## config.mk

```make
export PLATFORM = sky130hd
export DESIGN_NAME = axi_stream_head_split_flat
export DESIGN_NICKNAME = d
export VERILOG_FILES = /design/src/rtl/axi_stream_head_split_if.sv /design/src/rtl/axi_stream_head_split.sv /design/src/flat_wrapper.sv
export SDC_FILE = /design/constraint.sdc
export NUM_CORES = 1
export LEC_CHECK = 0
export BUFFER_PORTS_ARGS = -buffer_cell sky130_fd_sc_hd__buf_4
export CORE_ASPECT_RATIO = 0.7
export CORE_UTILIZATION = 45
export DETAILED_ROUTE_END_ITERATION = 12
export PLACE_DENSITY_LB_ADDON = 0.15
export REMOVE_ABC_BUFFERS = 1
export SLEW_MARGIN = 20
export SYNTH_ARGS = -nofsm -noshare
export SYNTH_HDL_FRONTEND = slang
export SYNTH_SLANG_ARGS = --single-unit
```

## constraint.sdc

```tcl
create_clock -name clock -period 4.2 [get_ports clock]
set_clock_uncertainty 0.2 [all_clocks]
set_input_delay 0.42 -clock clock [delete_from_list [all_inputs] [get_ports clock]]
set_output_delay 0.42 -clock clock [all_outputs]
set_load 0.005 [all_outputs]
```

## src/rtl/axi_stream_head_split_if.sv

```systemverilog
// AXI-stream channel bundle shared by the input, head and body sides of
// the head splitter. The producer takes the master modport.
interface axi_stream_head_split_if #(
    parameter int DSIZE = 8,
    parameter int KSIZE = (DSIZE / 8 > 0) ? DSIZE / 8 : 1
);
    logic [DSIZE-1:0] tdata;
    logic [KSIZE-1:0] tkeep;
    logic             tuser;
    logic             tlast;
    logic             tvalid;
    logic             tready;

    modport master (
        output tdata,
        output tkeep,
        output tuser,
        output tlast,
        output tvalid,
        input  tready
    );

    modport slave (
        input  tdata,
        input  tkeep,
        input  tuser,
        input  tlast,
        input  tvalid,
        output tready
    );
endinterface

```

## src/rtl/axi_stream_head_split.sv

```systemverilog
// Routes the first head_len beats of every input frame to the head stream
// (tlast forced on the last head beat) and the rest to the body stream.
// No data buffering: payload flows straight through, a small FSM and a
// beat counter choose which output gets the valid.
module axi_stream_head_split #(
    parameter int DSIZE = 8,
    parameter int LSIZE = 16
) (
    input  logic                    clock,
    input  logic                    rst,
    input  logic [LSIZE-1:0]        head_len,
    axi_stream_head_split_if.slave  s,
    axi_stream_head_split_if.master h,
    axi_stream_head_split_if.master b,
    output logic                    short_frame,
    output logic [15:0]             frame_cnt
);
    localparam int KSIZE = (DSIZE / 8 > 0) ? DSIZE / 8 : 1;

    typedef enum logic [1:0] {
        S_START = 2'd0,
        S_HEAD  = 2'd1,
        S_BODY  = 2'd2
    } state_t;

    state_t           state_r;
    state_t           state_nxt_s;
    logic [LSIZE-1:0] len_r;
    logic [LSIZE-1:0] len_nxt_s;
    logic [LSIZE-1:0] cnt_r;
    logic [LSIZE-1:0] cnt_nxt_s;
    logic [LSIZE-1:0] cnt_inc_s;
    logic             short_r;
    logic             short_nxt_s;
    logic [15:0]      frame_cnt_r;

    logic             route_head_s;
    logic             h_tlast_s;
    logic             s_tready_s;
    logic             acc_s;
    logic [DSIZE-1:0] data_s;
    logic [KSIZE-1:0] keep_s;

    assign cnt_inc_s = cnt_r + LSIZE'(1'b1);

    // Route decode: which output owns the current beat, and whether the
    // head copy of it must carry tlast.
    always_comb begin
        route_head_s = 1'b0;
        h_tlast_s    = s.tlast;
        case (state_r)
            S_START: begin
                route_head_s = (head_len != {LSIZE{1'b0}});
                h_tlast_s    = s.tlast | (head_len == LSIZE'(1'b1));
            end
            S_HEAD: begin
                route_head_s = 1'b1;
                h_tlast_s    = s.tlast | (cnt_inc_s == len_r);
            end
            S_BODY: begin
                route_head_s = 1'b0;
                h_tlast_s    = s.tlast;
            end
            default: begin
                route_head_s = 1'b0;
                h_tlast_s    = s.tlast;
            end
        endcase
    end

    // Only the selected output can stall the input; the other is ignored.
    assign s_tready_s = (route_head_s ? h.tready : b.tready) & ~rst;
    assign acc_s      = s.tvalid & s_tready_s;

    // Next-state logic: state, latched length and beat count move only on
    // an accepted beat, so the route is stable while a beat is pending.
    always_comb begin
        state_nxt_s = state_r;
        len_nxt_s   = len_r;
        cnt_nxt_s   = cnt_r;
        short_nxt_s = 1'b0;
        case (state_r)
            S_START: begin
                if (acc_s) begin
                    len_nxt_s = head_len;
                    cnt_nxt_s = LSIZE'(1'b1);
                    if (s.tlast) begin
                        state_nxt_s = S_START;
                        short_nxt_s = (head_len > LSIZE'(1'b1));
                    end else if (head_len <= LSIZE'(1'b1)) begin
                        state_nxt_s = S_BODY;
                    end else begin
                        state_nxt_s = S_HEAD;
                    end
                end else begin
                    state_nxt_s = S_START;
                end
            end
            S_HEAD: begin
                if (acc_s) begin
                    cnt_nxt_s = cnt_inc_s;
                    if (s.tlast) begin
                        state_nxt_s = S_START;
                        short_nxt_s = (cnt_inc_s < len_r);
                    end else if (cnt_inc_s == len_r) begin
                        state_nxt_s = S_BODY;
                    end else begin
                        state_nxt_s = S_HEAD;
                    end
                end else begin
                    state_nxt_s = S_HEAD;
                end
            end
            S_BODY: begin
                if (acc_s && s.tlast) begin
                    state_nxt_s = S_START;
                end else begin
                    state_nxt_s = S_BODY;
                end
            end
            default: begin
                state_nxt_s = S_START;
            end
        endcase
    end

    // State, counters and the registered short-frame pulse; reset abandons
    // any frame in progress.
    always_ff @(posedge clock) begin
        if (rst) begin
            state_r     <= S_START;
            len_r       <= {LSIZE{1'b0}};
            cnt_r       <= {LSIZE{1'b0}};
            short_r     <= 1'b0;
            frame_cnt_r <= 16'd0;
        end else begin
            state_r <= state_nxt_s;
            len_r   <= len_nxt_s;
            cnt_r   <= cnt_nxt_s;
            short_r <= short_nxt_s;
            if (acc_s && s.tlast) begin
                frame_cnt_r <= frame_cnt_r + 16'd1;
            end else begin
                frame_cnt_r <= frame_cnt_r;
            end
        end
    end

    assign data_s = s.tdata;
    assign keep_s = s.tkeep;

    assign s.tready = s_tready_s;

    assign h.tdata  = data_s;
    assign h.tkeep  = keep_s;
    assign h.tuser  = s.tuser;
    assign h.tlast  = h_tlast_s;
    assign h.tvalid = s.tvalid & route_head_s & ~rst;

    assign b.tdata  = data_s;
    assign b.tkeep  = keep_s;
    assign b.tuser  = s.tuser;
    assign b.tlast  = s.tlast;
    assign b.tvalid = s.tvalid & ~route_head_s & ~rst;

    assign short_frame = short_r;
    assign frame_cnt   = frame_cnt_r;
endmodule

```

## src/flat_wrapper.sv

```systemverilog
// flat-port wrapper written by rule: the top's interface ports become plain ports
module axi_stream_head_split_flat 
#(
    parameter int DSIZE = 8,
    parameter int LSIZE = 16
)
  (clock, rst, head_len, short_frame, frame_cnt, s_tdata, s_tkeep, s_tuser, s_tlast, s_tvalid, s_tready, h_tdata, h_tkeep, h_tuser, h_tlast, h_tvalid, h_tready, b_tdata, b_tkeep, b_tuser, b_tlast, b_tvalid, b_tready);
  axi_stream_head_split_if #(.DSIZE(DSIZE)) s_i ();
  axi_stream_head_split_if #(.DSIZE(DSIZE)) h_i ();
  axi_stream_head_split_if #(.DSIZE(DSIZE)) b_i ();
  input  logic clock;
  input  logic rst;
  input  logic [LSIZE-1:0] head_len;
  output logic short_frame;
  output logic [15:0] frame_cnt;
  input wire logic [$bits(s_i.tdata)-1:0] s_tdata;
  input wire logic [$bits(s_i.tkeep)-1:0] s_tkeep;
  input wire logic [$bits(s_i.tuser)-1:0] s_tuser;
  input wire logic [$bits(s_i.tlast)-1:0] s_tlast;
  input wire logic [$bits(s_i.tvalid)-1:0] s_tvalid;
  output wire logic [$bits(s_i.tready)-1:0] s_tready;
  output wire logic [$bits(h_i.tdata)-1:0] h_tdata;
  output wire logic [$bits(h_i.tkeep)-1:0] h_tkeep;
  output wire logic [$bits(h_i.tuser)-1:0] h_tuser;
  output wire logic [$bits(h_i.tlast)-1:0] h_tlast;
  output wire logic [$bits(h_i.tvalid)-1:0] h_tvalid;
  input wire logic [$bits(h_i.tready)-1:0] h_tready;
  output wire logic [$bits(b_i.tdata)-1:0] b_tdata;
  output wire logic [$bits(b_i.tkeep)-1:0] b_tkeep;
  output wire logic [$bits(b_i.tuser)-1:0] b_tuser;
  output wire logic [$bits(b_i.tlast)-1:0] b_tlast;
  output wire logic [$bits(b_i.tvalid)-1:0] b_tvalid;
  input wire logic [$bits(b_i.tready)-1:0] b_tready;
  assign s_i.tdata = s_tdata;
  assign s_i.tkeep = s_tkeep;
  assign s_i.tuser = s_tuser;
  assign s_i.tlast = s_tlast;
  assign s_i.tvalid = s_tvalid;
  assign s_tready = s_i.tready;
  assign h_tdata = h_i.tdata;
  assign h_tkeep = h_i.tkeep;
  assign h_tuser = h_i.tuser;
  assign h_tlast = h_i.tlast;
  assign h_tvalid = h_i.tvalid;
  assign h_i.tready = h_tready;
  assign b_tdata = b_i.tdata;
  assign b_tkeep = b_i.tkeep;
  assign b_tuser = b_i.tuser;
  assign b_tlast = b_i.tlast;
  assign b_tvalid = b_i.tvalid;
  assign b_i.tready = b_tready;
  axi_stream_head_split #(.DSIZE(DSIZE), .LSIZE(LSIZE)) u_core (.clock(clock), .rst(rst), .head_len(head_len), .s(s_i), .h(h_i), .b(b_i), .short_frame(short_frame), .frame_cnt(frame_cnt));
endmodule
```

==> results.tsv <==
metric	value	unit
status	complete, no violations	
clockBufferDepth	2	
port-buffer-count	43	
regToRegSetupSlack	0.82	ns
gp_congestion	0.864	
synth_area_leader_cell	sky130_fd_sc_hd__dfxtp_1	
rows	24	
ir_drop	0.179	mV
synth_top_area_share	32.9	%
antenna_violating_nets_left	0	
main_combinational_cell_family_by_area_after_synthesis	simple AND/OR/NAND/NOR gates	
grt_start_max_net_pins	54	
syn_area_per_cell	8.48	µm²
num-nets-final	429	
worst_pin_slew	0.893	ns
drt_pass1_iterations	4	
crit_required	3.58	ns
flow.area_growth_from_synthesis	11.1	%
crit_path_max_incr_delay	0.56	ns
clock_power_share	37.7	%
power_density	278	nW/µm²
yosysSeqAreaShare	32.9	%
crit_path_frequent_cell	sky130_fd_sc_hd__ha_1	
syn_inst	366	
timing.critical_path.cells	ha_1, inv_1, nor3_1, nand2_1, xnor2_1, ha_1, nand4_1, nor4_1, a21oi_1, o21bai_1, buf_4	
power_switching	0.000232	W
post_cts_buffers	0	
timing.hold.worst.class	in -> reg	
timing.slew.headroom	38.8	%
drcViolationCount	0	
cell_with_the_most_instances_after_synthesis	sky130_fd_sc_hd__dfxtp_1	
synth-adder-area-share	7.26	%
pin_count	74	
fin_tns_setup	0	ns
drt_iter0_markers	119	
vias_per_cell	5.52	
initial_core_utilization	48.3	%
p_leak	1.33	nW
fp.dieArea	7240	µm²
yosysUniqueCellTypes	51	
wl_per_cell	15.4	µm
power_frac_seq	52.0	%
clock_insertion_delay_worst_skew	0.31	ns
drive_above_1_share	16.8	%
synthMuxAreaShare	3.23	%
global_route_wire_length_before_repair	11900	µm
critPathLaunchType	flip-flop	
cts_sink_count	51	
synth_flop_cell	sky130_fd_sc_hd__dfxtp_1	
crit_path_max_fanout	7	
setup_violations	0	
grt_antenna_before_repair	0	
grt_usage	21.3	%
cellInternalPower	0.000726	W
post_synth_xor_area_fraction	7.62	%
wl	7270	µm
timing.final.hold_violations	0	
drv_cap	0	
global_route.overflow_total	0	
synth_compound_gate_area_share	17.8	%
unrepaired_setup_endpoints_after_global_routing	no	
synth_area	3100	µm²
cts-root-buf	sky130_fd_sc_hd__clkbuf_8	
synthSimpleGateAreaFrac	21.9	%
timing.critical_path.arrival	3.25	ns
finalCriticalPeriod	3.87	ns
slew_viol_final	0	
cts-buffers-inserted	5	
chipHeight	71.5	µm
max_freq	259	MHz
worst_path_max_delay_cell	sky130_fd_sc_hd__nor4_1	
detailed_place_hpwl	5500	µm
vias	2601	
via_count_of_the_first_global_routing_pass	2295	
synth_async_sr_flop_share	0	%
power.switching_fraction	24.2	%
yosysWarningCount	0	
worstSetupEndpointType	output port	
yosys_register_bits	51	
synth-edff-count	0	
power.share.combinational	10.3	%
crit_type	reg -> out	
yosys-top-cells-area	sky130_fd_sc_hd__dfxtp_1 33%, sky130_fd_sc_hd__ha_1 7.3%, sky130_fd_sc_hd__buf_4 5.1%	
utilization	53.7	%
cts-htree-levels	2	
fp.dieW	101	µm
final.period_utilization	92.1	%
tritoncts	yes	
core_area	6430	µm²
synth.top_cells.by_count	51 x sky130_fd_sc_hd__dfxtp_1, 39 x sky130_fd_sc_hd__nand2_1, 33 x sky130_fd_sc_hd__nor2_1	
ant_diodes	0	
cts.clk_slew.worst_paths	0.10	ns
-- cell type report --
type | instances | area, µm²
fill | 620 | 2980
clock inverter | 2 | 35.0
timing repair buffer | 44 | 330
sequential | 51 | 1020
inverter | 17 | 63.8
clock buffer | 6 | 82.6
tap | 91 | 114
multi-input combinational | 260 | 1800
-- state kept, by name (all words and copies together), names as in the netlist --
register            cells
u_core.cnt_r           16
u_core.frame_cnt       16
u_core.short_frame      1
u_core.state_r          2
u_core.len_r           16
-- layout by cell type (no fill, tap or decap), drive strengths merged, types with 2 or more instances in the layout --
master and instances:
a22oi 5, ha 18, nand3 11, a41oi 2, mux2 2, a211oi 2
and3 10, nor2 33, nor3 5, nor2b 6, xor2 11, inv 17
o21ai 10, o211ai 2, o31ai 15, a2111oi 6, o2111ai 5, a21o 3
nor4 4, dfxtp 51, a311oi 5, or3 3, o21bai 2, nand4 10
a21oi 17, clkbuf 6, mux2i 7, buf 44, nand2 39, xnor2 16
-- through the flow --
stage               hold WS [ns]  instance area [µm²]  worst slack (ns)  total power (W)  instances
global placement           0.272                 3330             0.653         0.000607        463
finish                     0.111                 3450             0.333         0.000958        471
global route               0.119                 3450           0.00626          0.00101        471
floorplan                  0.249                 2880              1.18         0.000555        328
detailed placement         0.276                 3330             0.576         0.000608        463
CTS                        0.103                 3440             0.202         0.000968        471
-- layer usage --
layer,wire length (µm),global-route usage (%)
met2,2730,26.8
met3,423,5.76
met4,72,5.80
met5,0,0
met1,4050,34.2
-- critical path, delay by kind of cell, from the launching register on --
kind,cells,cell delay [ns]
flops,1,0.45
compound gates,2,0.30
buf+inv,2,0.24
xor+xnor,1,0.17
simple gates,4,1.17
fa+ha+maj,2,0.62
-- what timing repair did --
| item | CTS | global route |
|---|---|---|
| setup endpoints to repair | 0 | 1 |
| gates resized for setup | 0 | 1 |
| hold buffers | 0 | 0 |
-- power groups by stage --
stage          Clock (W)  Sequential [W]  Combinational, W
6_report        0.000361        0.000498         0.0000988
5_1_grt         0.000396        0.000500          0.000110
4_1_cts         0.000371        0.000498         0.0000989
3_5_place_dp           0        0.000510         0.0000982
3_3_place_gp           0        0.000509         0.0000976
2_1_floorplan          0        0.000508         0.0000463
-- logic make-up after synthesis --
group / count (synthesis)
flops: 51
mux: 9
simple gates: 128
compound gates: 78
buf+inv: 55
fa+ha+maj: 18
xor+xnor: 27
-- final timing paths --
path | depth (start not counted) | endpoint | startpoint
max reg2reg | 11 | u_core.state_r[1]$_SDFF_PP0_ | u_core.cnt_r[0]$_SDFFE_PP0P_
min reg2reg | 2 | u_core.len_r[2]$_SDFFE_PP0P_ | u_core.len_r[2]$_SDFFE_PP0P_
max | 11 | h_tlast | u_core.cnt_r[0]$_SDFFE_PP0P_
min | 3 | u_core.len_r[12]$_SDFFE_PP0P_ | head_len[12]
No activity file was read; power rests on OpenSTA's default activity.
